## src/rtl/imm_ext_pkg.sv

```systemverilog
// Shared mode encodings and default widths for the immediate/target generator.
package imm_ext_pkg;

    localparam logic [2:0] MODE_ZERO  = 3'd0;
    localparam logic [2:0] MODE_SIGN  = 3'd1;
    localparam logic [2:0] MODE_LUI   = 3'd2;
    localparam logic [2:0] MODE_BOFF  = 3'd3;
    localparam logic [2:0] MODE_BTGT  = 3'd4;
    localparam logic [2:0] MODE_JTGT  = 3'd5;
    localparam logic [2:0] MODE_SHAMT = 3'd6;
    localparam logic [2:0] MODE_ILL   = 3'd7;

    localparam int unsigned DEF_DATA_W = 32;
    localparam int unsigned DEF_IMM_W  = 16;
    localparam int unsigned DEF_TGT_W  = 26;

endpackage

```

## src/rtl/imm_ext_core.sv

```systemverilog
// Combinational mode -> operand function: extensions, LUI placement, branch/jump targets, shamt.
module imm_ext_core import imm_ext_pkg::*; #(
    parameter int unsigned DATA_W  = DEF_DATA_W,
    parameter int unsigned IMM_W   = DEF_IMM_W,
    parameter int unsigned TGT_W   = DEF_TGT_W,
    parameter int unsigned SHAMT_W = 5
) (
    input  logic [2:0]        mode_i,
    input  logic [IMM_W-1:0]  imm_i,
    input  logic [TGT_W-1:0]  tgt_i,
    input  logic [DATA_W-1:0] npc_i,
    output logic [DATA_W-1:0] result_o
);

    localparam int unsigned LuiW = 2 * IMM_W;

    logic [LuiW-1:0]   lui_full;
    logic [DATA_W-1:0] zext;
    logic [DATA_W-1:0] sext;
    logic [DATA_W-1:0] lui;
    logic [DATA_W-1:0] boff;
    logic [DATA_W-1:0] hi_mask;
    logic [DATA_W-1:0] jtgt;
    logic [DATA_W-1:0] shamt;

    assign zext     = DATA_W'(imm_i);
    assign sext     = {{(DATA_W - IMM_W){imm_i[IMM_W-1]}}, imm_i};
    assign lui_full = {imm_i, {IMM_W{1'b0}}};
    assign lui      = DATA_W'(lui_full);
    assign boff     = sext << 2;
    // Keeps the PC region bits above the word-aligned target field.
    assign hi_mask  = {DATA_W{1'b1}} << (TGT_W + 2);
    assign jtgt     = (npc_i & hi_mask) | (DATA_W'(tgt_i) << 2);
    assign shamt    = DATA_W'(imm_i[SHAMT_W+5:6]);

    always_comb begin
        result_o = '0;
        case (mode_i)
            MODE_ZERO:  result_o = zext;
            MODE_SIGN:  result_o = sext;
            MODE_LUI:   result_o = lui;
            MODE_BOFF:  result_o = boff;
            MODE_BTGT:  result_o = npc_i + boff;
            MODE_JTGT:  result_o = jtgt;
            MODE_SHAMT: result_o = shamt;
            default:    result_o = '0;
        endcase
    end

endmodule

```

## src/rtl/imm_extend_unit.sv

```systemverilog
// Buffered immediate/target generator: core function feeding a small result FIFO,
// with valid/ready handshakes on both sides and a sticky illegal-mode flag.
module imm_extend_unit import imm_ext_pkg::*; #(
    parameter int unsigned DATA_W  = DEF_DATA_W,
    parameter int unsigned IMM_W   = DEF_IMM_W,
    parameter int unsigned TGT_W   = DEF_TGT_W,
    parameter int unsigned SHAMT_W = 5,
    parameter int unsigned DEPTH   = 2
) (
    input  logic                     clk,
    input  logic                     rst_n,
    input  logic                     in_valid,
    output logic                     in_ready,
    input  logic [2:0]               in_mode,
    input  logic [IMM_W-1:0]         in_imm,
    input  logic [TGT_W-1:0]         in_tgt,
    input  logic [DATA_W-1:0]        in_npc,
    output logic                     out_valid,
    input  logic                     out_ready,
    output logic [DATA_W-1:0]        out_data,
    output logic [2:0]               out_mode,
    output logic                     err_illegal,
    input  logic                     err_clr,
    output logic [$clog2(DEPTH):0]   level
);

    localparam int unsigned PtrW = $clog2(DEPTH);
    localparam int unsigned CntW = PtrW + 1;

    logic [DATA_W-1:0] data_mem [DEPTH];
    logic [2:0]        mode_mem [DEPTH];

    logic [PtrW-1:0] wr_ptr_q, wr_ptr_d;
    logic [PtrW-1:0] rd_ptr_q, rd_ptr_d;
    logic [CntW-1:0] count_q, count_d;
    logic            err_q, err_d;
    logic            push, pop;
    logic [DATA_W-1:0] result;

    imm_ext_core #(
        .DATA_W  (DATA_W),
        .IMM_W   (IMM_W),
        .TGT_W   (TGT_W),
        .SHAMT_W (SHAMT_W)
    ) u_core (
        .mode_i   (in_mode),
        .imm_i    (in_imm),
        .tgt_i    (in_tgt),
        .npc_i    (in_npc),
        .result_o (result)
    );

    assign out_valid = (count_q != '0);
    assign pop       = out_valid & out_ready;
    // A full FIFO still accepts when the head is popped in the same cycle.
    assign in_ready  = (count_q < CntW'(DEPTH)) | pop;
    assign push      = in_valid & in_ready;

    always_comb begin
        wr_ptr_d = wr_ptr_q;
        rd_ptr_d = rd_ptr_q;
        count_d  = count_q;
        err_d    = err_q;
        if (push) wr_ptr_d = wr_ptr_q + PtrW'(1);
        if (pop)  rd_ptr_d = rd_ptr_q + PtrW'(1);
        if (push && !pop)      count_d = count_q + CntW'(1);
        else if (pop && !push) count_d = count_q - CntW'(1);
        if (err_clr) err_d = 1'b0;
        if (push && (in_mode == MODE_ILL)) err_d = 1'b1;
    end

    always_ff @(posedge clk or negedge rst_n) begin
        if (!rst_n) begin
            wr_ptr_q <= '0;
            rd_ptr_q <= '0;
            count_q  <= '0;
            err_q    <= 1'b0;
        end else begin
            wr_ptr_q <= wr_ptr_d;
            rd_ptr_q <= rd_ptr_d;
            count_q  <= count_d;
            err_q    <= err_d;
        end
    end

    always_ff @(posedge clk) begin
        if (push) begin
            data_mem[wr_ptr_q] <= result;
            mode_mem[wr_ptr_q] <= in_mode;
        end
    end

    // Storage is never reset, so an empty FIFO presents zeros rather than stale contents.
    assign out_data    = out_valid ? data_mem[rd_ptr_q] : '0;
    assign out_mode    = out_valid ? mode_mem[rd_ptr_q] : '0;
    assign level       = count_q;
    assign err_illegal = err_q;

endmodule
```

## config.mk

```make
export PLATFORM = sky130hd
export DESIGN_NAME = imm_extend_unit
export DESIGN_NICKNAME = d
export VERILOG_FILES = /design/src/rtl/imm_ext_pkg.sv /design/src/rtl/imm_ext_core.sv /design/src/rtl/imm_extend_unit.sv
export SDC_FILE = /design/constraint.sdc
export NUM_CORES = 1
export LEC_CHECK = 0
export BUFFER_PORTS_ARGS = -buffer_cell sky130_fd_sc_hd__buf_2
export CORE_MARGIN = 2
export CORE_UTILIZATION = 59
export CTS_CLUSTER_SIZE = 12
export DETAILED_ROUTE_END_ITERATION = 10
export GPL_TIMING_DRIVEN = 0
export PLACE_DENSITY = 0.91
export SLEW_MARGIN = 20
export SYNTH_ARGS = -nofsm -noshare
export SYNTH_HDL_FRONTEND = slang
export SYNTH_SLANG_ARGS = --single-unit
```

## constraint.sdc

```tcl
create_clock -name clk -period 5.5 [get_ports clk]
set_input_delay 0.55 -clock clk [delete_from_list [all_inputs] [get_ports clk]]
set_output_delay 0.55 -clock clk [all_outputs]
set_load 0.005 [all_outputs]
```

Word level (Yosys, flattened, before mapping)
Memory sizes are Yosys's and may differ from the RTL's.
Cells that the tools add are included.
{"block": "op_classes", "addsub": 5, "multipliers": 0, "n_div": 0, "n_lt_le_gt_ge": 1, "n_eq_ne": 7, "n_shift": 0, "mux": 9, "bitwise_logic": 4, "n_reduce_logical": 9}
{"cell": "$pmux W32 S7", "count": 1}
{"cell": "$add A32 B32 Y32", "count": 1}
{"cell": "$mux W32", "count": 1}
{"cell": "$or A32 B28 Y32", "count": 1}
{"cell": "$eq A3 B3 Y1 const B", "count": 4}
{"cell": "$eq A3 B2 Y1 const B", "count": 2}
{"cell": "$reduce_bool A2 Y1", "count": 3}
{"cell": "$mux W1", "count": 4}
{"cell": "$mux W2", "count": 2}
{"cell": "$eq A3 B1 Y1 const B", "count": 1}
{"cell": "$logic_and A1 B1 Y1", "count": 3}
{"cell": "$logic_not A3 Y1", "count": 1}
{"cell": "$mux W3", "count": 1}
{"cell": "$add A1 B1 Y1 const B", "count": 2}
{"cell": "$add A2 B1 Y2 const B", "count": 1}
{"cell": "$and A1 B1 Y1", "count": 2}
{"cell": "$logic_not A1 Y1", "count": 2}
{"cell": "$lt A2 B2 Y1 const B", "count": 1}
{"cell": "$sub A2 B1 Y2 const B", "count": 1}
{"cell": "$or A1 B1 Y1", "count": 1}
{"block": "totals", "reg_bits": 5, "latch_bits": 0, "ramBits": 70, "romBits": 0, "in_bits": 82, "output_inout_bits": 40, "memories": 2}
{"memory": "data_mem", "words": 2, "width": 32, "read_ports": 1, "rd_ports_with_merged_regs": 0, "write_ports": 1, "line": "imm_extend_unit.sv:30", "text": "logic [DATA_W-1:0] data_mem [DEPTH];"}
{"memory": "mode_mem", "words": 2, "width": 3, "read_ports": 1, "rd_ports_with_merged_regs": 0, "write_ports": 1, "line": "imm_extend_unit.sv:31", "text": "logic [2:0] mode_mem [DEPTH];"}

Logic depth before layout (Yosys ltp)
Gate-level depths: netlist of the first run.
{"block": "depth", "depth_word": 8, "depth_mapped": 12, "mapped_depth_nobuf": 12}

Cells and area by module
From an unflattened synthesis of the first run, not the netlist that was laid out.
{"block": "hier_totals", "hier_cells": 501, "area_unflattened_um2": 5118.7}
{"mod": "imm_extend_unit", "n_inst": 1, "cells_each": 170, "area_per_inst_um2": 2907.8, "seq_area_each_um2": 2227.1}
{"mod": "imm_ext_core", "n_inst": 1, "cells_each": 331, "area_per_inst_um2": 2210.9, "seq_area_each_um2": 0.0}

Worst setup path before layout of the first run
OpenSTA, ideal clock, no wires.
{"block": "synth_path", "path_type": "input to register", "from": "input port in_imm[7]", "to": "memory data_mem[0][28] (netlist bit), data pin", "setup_time_ns": 0.277, "arrival_time_ns": 2.550, "setup_slack_ns": 2.673, "stages": 9, "path_buffers": 0, "path_cell_list": "ha_1 > a2111oi_4 > a21bo_1 > a31oi_2 > a31o_4 > a31oi_4 > o21ai_2 > a2111oi_0 > a211oi_1"}
{"block": "synth_via", "elab_chain_len": 2}
{"element": "start: declaration", "line": "imm_extend_unit.sv:15", "text": "input logic [IMM_W-1:0] in_imm,"}
{"element": "$add A32 B32 Y32", "line": "imm_ext_core.sv:43", "text": "MODE_BTGT: result_o = npc_i + boff;"}
{"element": "$pmux W32 S7", "line": "imm_ext_core.sv:38", "text": "case (mode_i)"}
{"element": "named net result[28]", "line": "imm_extend_unit.sv:38", "text": "logic [DATA_W-1:0] result;"}
{"element": "end: declaration", "line": "imm_extend_unit.sv:30"}
The timed path passes the listed nets, and every way through them passes these cells.

Final worst setup path of the first run
{"block": "layout_path", "from": "input port in_imm[0]", "to": "memory data_mem[0][28] (netlist bit), data pin"}
The elaborated chain is that of the path after synthesis.

==> results of run 1 <==
[metal layers]
metal  wire (µm)  GRT usage  share of wire  vias up
met5           0          0              0        -
met4         471     0.1064          0.031        0
met3        1209    0.04113          0.080       47
met2        7141     0.5057           0.48      267
met1        6209     0.4112           0.41     2239
li1            -          -              -     2344
[worst reg2reg max path, cell delays in order, from the launching register on]
cell	delay, ns
dfrtp_1	0.44
nor2_1	0.47
inv_1	0.12
nand2_1	0.14
ha_1	0.18
xor2_1	0.19
nor2_1	0.08
xor2_1	0.14
[flip-flops by register name, summed over array words and instances, names as in the netlist]
signal and count:
mode_mem 6, err_illegal 1, rd_ptr_q 1, wr_ptr_q 1, data_mem 64, level 2
[cells in the mapped netlist (3+ instances only)]
cell type,count,area [µm²]
a211oi_1,5,37.54
a21o_1,15,112.6
a21oi_1,48,240.2
a221o_1,3,30.03
a22oi_1,9,67.56
a31oi_1,3,18.77
a32oi_1,3,26.28
and2_1,4,25.02
clkbuf_1,24,90.09
dfrtp_1,5,125.1
edfxtp_1,70,2102
ha_1,30,375.4
inv_1,11,41.29
mux2i_1,39,390.4
nand2_1,56,210.2
nand2b_1,4,25.02
nand3_1,10,50.05
nand4_1,5,31.28
nor2_1,62,232.7
nor2b_1,23,143.9
nor3_1,6,30.03
o211ai_1,5,37.54
o21a_1,3,22.52
o21ai_0,30,150.1
o21bai_1,5,37.54
o221ai_1,7,61.31
or3_1,3,18.77
xnor2_1,8,70.07
xor2_1,14,122.6
[through the flow]
| stage | cells | worst slack [ns] | area, µm² |
|---|---|---|---|
| floorplan | 551 | 2.673 | 5325 |
| global placement | 780 | 2.085 | 6066 |
| detailed placement | 782 | 2.005 | 6122 |
| CTS | 799 | 2.367 | 6311 |
| global route | 799 | 2.152 | 6311 |
| finish | 799 | 2.337 | 6311 |
[worst paths after layout]
kind,start,endpoint,depth (start not counted)
max,in_imm[0],data_mem[0][28]$_DFFE_PP_,13
min,err_clr,err_illegal$_DFFE_PN0P_,2
max reg2reg,level[0]$_DFFE_PN0P_,level[1]$_DFFE_PN0P_,7
min reg2reg,level[1]$_DFFE_PN0P_,level[1]$_DFFE_PN0P_,1
max in group asynchronous,rst_n,level[1]$_DFFE_PN0P_,2
min in group asynchronous,rst_n,rd_ptr_q$_DFFE_PN0P_,2
[power by group through the flow]
stage	Clock (mW)	Sequential [mW]	Combinational, mW
floorplan	0	0.820	0.581
global placement	0	0.824	0.885
detailed placement	0	0.829	0.947
CTS	0.399	0.820	0.958
global route	0.419	0.829	1.04
finish	0.392	0.820	0.960
[logic make-up after synthesis]
kind of cell,count (synthesis),synth area share
XOR/XNOR,22,0.03619
adder cells (fa/ha/maj),31,0.07425
buffers and inverters,38,0.03031
multiplexers,39,0.07331
flip-flops,75,0.4182
AND/OR/NAND/NOR,183,0.1577
AO/OA/AOI/OAI,163,0.2101
[final cells by class]
cell class	count	area share
Inverter	11	0.006542
Tap cell	108	0.02141
Multi-Input combinational cell	438	0.4667
Sequential cell	75	0.3529
Timing Repair Buffer	124	0.1051
Clock inverter	3	0.006344
Buffer	27	0.01903
Clock buffer	13	0.02201
==> impl_metrics.py, run 1 <==
metrics = {
    "cells_and_area": {
        "layout_common_cells": "buf_2, edfxtp_1, nor2_1",
        "mostFrequentLayoutCell": "buf_2",
        "regArea_um2": 2227,
        "multiInputGateArea_um2": 2945,
        "num-nets-final": 799,
        "n_antenna_cell": 0,
        "utilization": 0.7237,
        "nFillCells": 669,
        "area_delta_synth_final_pct": 18.51,
        "layout-drive-gt1-share": 0.2156,
    },
    "die": {
        "die_h_um": 99.01,
        "row_count": 34,
        "pin_count": 122,
        "die_area_um2": 9802,
        "start_util": 0.6106,
        "die_w_um": 99.01,
        "core_um2": 8721,
    },
    "pwr": {
        "switching_share": 0.3598,
        "p_sw_mw": 0.7813,
        "power_leakage_nw": 2.757,
        "ir_drop_mv": 0.2039,
        "clkPwrFrac": 0.180,
        "total_power_mw": 2.171,
        "seqPwrFrac": 0.377,
        "p_int_mw": 1.390,
        "combPwrFrac": 0.442,
        "powerDensity_nw_per_um2": 344.1,
    },
    "routing": {
        "vias": 4897,
        "drt.antenna.violating_nets": 0,
        "drtPass1Iterations": 5,
        "first_iter_violations": 532,
        "wl_um": 15030,
        "avgViaCountPerCell": 6.129,
        "post_drt_wl_per_cell_um": 18.81,
        "route.detailed.drc": 0,
    },
    "logic_synthesis": {
        "ys_ff_latch": 75,
        "syn_area_um2": 5325,
        "synth_area_per_cell_um2": 9.664,
        "ys.flop_type": "edfxtp_1",
        "synth_nets": 664,
        "synth_edf_count": 70,
        "synthArstFlopShare": 0.06667,
        "synthCells": 551,
        "yosysSeqAreaShare": 0.4182,
        "yosys_warnings": 0,
        "synth_cell_types": 62,
    },
    "worst_setup_path": {
        "cp-end-kind": "flip-flop",
        "crit_chain": "buf_2 -> ha_1 -> inv_1 -> fa_1 -> nor2b_1 -> o31ai_1 -> a21bo_1 -> a31oi_2 -> a31o_4 -> a31oi_4 -> o21ai_2 -> a2111oi_0 -> a211oi_1",
        "cp_slowest_cell": "fa_1",
        "cp_max_fo": 5,
        "cp.arrival_ns": 3.28,
        "startpoint_type": "input port",
        "r2r_setup_slack_ns": 3.62,
        "cp.required_ns": 5.61,
        "critPathMaxStageDelay_ns": 0.38,
        "critPathBufInv": 2,
        "critPathTopFamily": "compound AO/OA/AOI/OAI gates",
        "critPathKind": "in2reg",
    },
    "global_routing": {
        "grt_pass1_wl_um": 23380,
        "track_usage": 0.3044,
        "overflow": 0,
        "antenna_found_initial": 0,
        "grt_pass1_vias": 4621,
        "grt_max_degree": 28,
    },
    "cts": {
        "hold_buffers": 1,
        "cts_sinks": 75,
        "worstSkewPairLatency_ns": 0.35,
        "cts_tree": "built",
        "clockBufferDepth": 2,
        "root_buffer": "clkbuf_8",
        "cts_resized": 0,
        "clk_pin_slew_ns": 0.07,
        "cts_max_level": 3,
        "postCtsSetupBuffers": 0,
        "cts_buffers": 9,
    },
    "timing": {
        "setup_tns_ns": 0,
        "post-route-period-util": 0.5751,
        "fmax_mhz": 316.2,
        "fin_skew_ns": 0.009362,
        "hold_viol": 0,
        "setup_violations": 0,
        "worst_slew_pin_slew_ns": 0.7868,
        "slew_headroom": 0.4755,
        "hold_slack_ns": 0.3997,
        "maxSlewViolCount": 0,
        "period_needed_ns": 3.163,
        "rsz0062_at_grt": "false",
    },
    "min_path": {
        "hp-class": "in2reg",
    },
    "outcome": {
        "outcome": "finished, final reports clean",
    },
    "run": {
        "cap_violations": 0,
    },
    "placement": {
        "dpl.hpwl_um": 11660,
        "port_buffers": 121,
        "gp_congestion": 0.9409,
    },
}
(Power assumes the default switching activity.)
==> run 2: changes to the inputs <==
--- a/config.mk
+++ b/config.mk
@@ -7,11 +7,11 @@
 export LEC_CHECK = 0
 export BUFFER_PORTS_ARGS = -buffer_cell sky130_fd_sc_hd__buf_2
 export CORE_MARGIN = 2
-export CORE_UTILIZATION = 59
+export CORE_UTILIZATION = 50
 export CTS_CLUSTER_SIZE = 12
 export DETAILED_ROUTE_END_ITERATION = 10
 export GPL_TIMING_DRIVEN = 0
-export PLACE_DENSITY = 0.91
+export PLACE_DENSITY = 0.83
 export SLEW_MARGIN = 20
 export SYNTH_ARGS = -nofsm -noshare
 export SYNTH_HDL_FRONTEND = slang
==> constraint.sdc (replaced) <==
create_clock -name clk -period 2.75 [get_ports clk]
set_input_delay 0.275 -clock clk [delete_from_list [all_inputs] [get_ports clk]]
set_output_delay 0.275 -clock clk [all_outputs]
set_load 0.005 [all_outputs]
==> run 2 against run 1 <==
Combinational power up 98%. Final area up 1.7%. Sequential power up 99%. Critical endpoint is now data_mem[1][24]$_DFFE_PP_.
==> impl_metrics.py, run 2 (synthesis gave the netlist of run 1 again) <==
metrics = {
    "global_routing": {
        "use_met2": 0.4159,
        "overflow": 0,
        "grt_max_degree": 23,
        "grt_pass1_vias": 4431,
        "busiest_layer": "met2",
        "grt_pass1_wl_um": 22680,
        "grt_util_met1": 0.3484,
        "track_usage": 0.2577,
        "antenna_found_initial": 0,
        "grt.met3_usage": 0.03951,
    },
    "die": {
        "core_um2": 10320,
        "pin_count": 122,
        "die_w_um": 107.2,
        "die_area_um2": 11490,
        "die_h_um": 107.2,
        "row_count": 37,
        "start_util": 0.5158,
    },
    "routing": {
        "drtPass1Iterations": 6,
        "drt.antenna.violating_nets": 0,
        "vias": 4808,
        "post_drt_wl_per_cell_um": 17.81,
        "first_iter_violations": 386,
        "wl_um": 14750,
        "avgViaCountPerCell": 5.807,
        "route.detailed.drc": 0,
    },
    "timing": {
        "period_needed_ns": 2.646,
        "slew_headroom": 0.5079,
        "setup_tns_ns": 0,
        "post-route-period-util": 0.9622,
        "fmax_mhz": 377.9,
        "fin_skew_ns": 0.006466,
        "worst_slew_pin_slew_ns": 0.7382,
        "setup_violations": 0,
        "hold_viol": 0,
        "maxSlewViolCount": 0,
    },
    "cells_and_area": {
        "mostFrequentLayoutCell": "buf_2",
        "multiInputGateArea_um2": 2982,
        "layout_common_cells": "buf_2, edfxtp_1, nor2_1",
        "nFillCells": 891,
        "area_delta_synth_final_pct": 20.51,
        "regArea_um2": 2227,
        "layout-drive-gt1-share": 0.2240,
        "largest_reg_flops": 64,
        "utilization": 0.6216,
        "fin_area_um2": 6417,
        "n_antenna_cell": 0,
        "top_register": "data_mem",
        "final_cells": 828,
        "num-nets-final": 800,
    },
    "worst_setup_path": {
        "critPathKind": "in2reg",
        "cp-end-kind": "flip-flop",
        "cp_slowest_cell": "fa_1",
        "crit_chain": "buf_2 -> ha_1 -> inv_1 -> fa_1 -> nor2b_4 -> o31ai_2 -> a21bo_1 -> a31oi_4 -> a31o_4 -> a31oi_4 -> o21ai_2 -> xnor2_1 -> o21ai_1",
        "critPathMaxStageDelay_ns": 0.43,
        "cp.arrival_ns": 2.69,
        "cp_max_fo": 5,
        "cp.required_ns": 2.80,
        "startpoint_type": "input port",
        "cp_common_cell": "a31oi_4",
    },
    "pwr": {
        "total_power_mw": 4.344,
        "powerDensity_nw_per_um2": 677.0,
        "ir_drop_mv": 0.5520,
        "power_leakage_nw": 2.783,
    },
    "placement": {
        "dpl_cell_area_um2": 6165,
        "numPlacedInstances": 810,
        "port_buffers": 121,
        "gp_congestion": 0.9238,
        "dpl.hpwl_um": 11970,
    },
    "cts": {
        "cts_buffers": 9,
        "cts_sinks": 75,
        "cts_tree": "built",
        "worstSkewPairLatency_ns": 0.34,
        "cts_max_level": 3,
        "root_buffer": "clkbuf_8",
        "clockBufferDepth": 2,
        "clk_pin_slew_ns": 0.07,
    },
    "run": {
        "cap_violations": 0,
    },
    "outcome": {
        "outcome": "finished, final reports clean",
    },
    "min_path": {
        "hp-class": "in2reg",
    },
}
==> run 2: changes by cell type in the layout (fill, tap and decap cells not counted), sizes merged <==
cell / previous run / this run
clkinv: 2 / 1
clkbuf: 37 / 39
==> run 2: where the power goes <==
group          internal (mW)  leakage [nW]  switching, mW
registers               1.55         0.722         0.0791
clock network          0.467        0.0983          0.344
logic                  0.824          1.96           1.08
==> run 2: worst max-delay path, delay by kind of cell <==
| family | cells | cell delay, ns |
|---|---|---|
| xor gates and xnor gates | 1 | 0.17 |
| buffers and inverters | 2 | 0.18 |
| AOI/OAI and AO/OA | 7 | 1.24 |
| adders and majority gates | 2 | 0.65 |
| and+or+nand+nor | 1 | 0.19 |
==> run 2: metal layers <==
metal,vias up,share of wire
met1,2233,0.43
met5,-,0
li1,2343,-
met3,26,0.070
met2,206,0.47
met4,0,0.025
==> run 2: worst paths after layout <==
check | from | endpoint | slack, ns | depth (start not counted)
setup reg to reg | level[0]$_DFFE_PN0P_ | level[1]$_DFFE_PN0P_ | 0.89 | 7
hold / removal | err_clr | err_illegal$_DFFE_PN0P_ | 0.13 | 2
hold reg to reg | level[1]$_DFFE_PN0P_ | level[1]$_DFFE_PN0P_ | 0.53 | 1
min in group asynchronous | rst_n | rd_ptr_q$_DFFE_PN0P_ | 0.29 | 2
setup / recovery | in_imm[0] | data_mem[1][24]$_DFFE_PP_ | 0.10 | 13
max in group asynchronous | rst_n | wr_ptr_q$_DFFE_PN0P_ | 2.33 | 2
==> run 2: per-stage QoR <==
stage / worst slack [ns] / hold WS, ns
after floorplan: 0.1817 / -0.02059
after detailed placement: -0.4424 / 0.09692
after CTS: 0.03339 / 0.1112
after global routing: -0.006832 / 0.1271
final: 0.1039 / 0.1327
after global placement: -0.4470 / 0.08936
==> run 2: final cells by class <==
class | count | share of cell area
plain buffers | 27 | 0.01872
clock buffers | 14 | 0.02535
clock inverters | 2 | 0.005264
inverters | 11 | 0.006434
multi-input cells | 438 | 0.4646
flip-flops and latches | 75 | 0.3470
well taps | 136 | 0.02652
repair buffers | 125 | 0.1061
==> run 2: repair_timing <==
item,in CTS,in global routing
hold buffers,1,0
pin swaps,1,2
endpoints found under the hold margin,5,0
buffers inserted,0,1
setup endpoints to repair,6,10
gates resized for setup,1,10
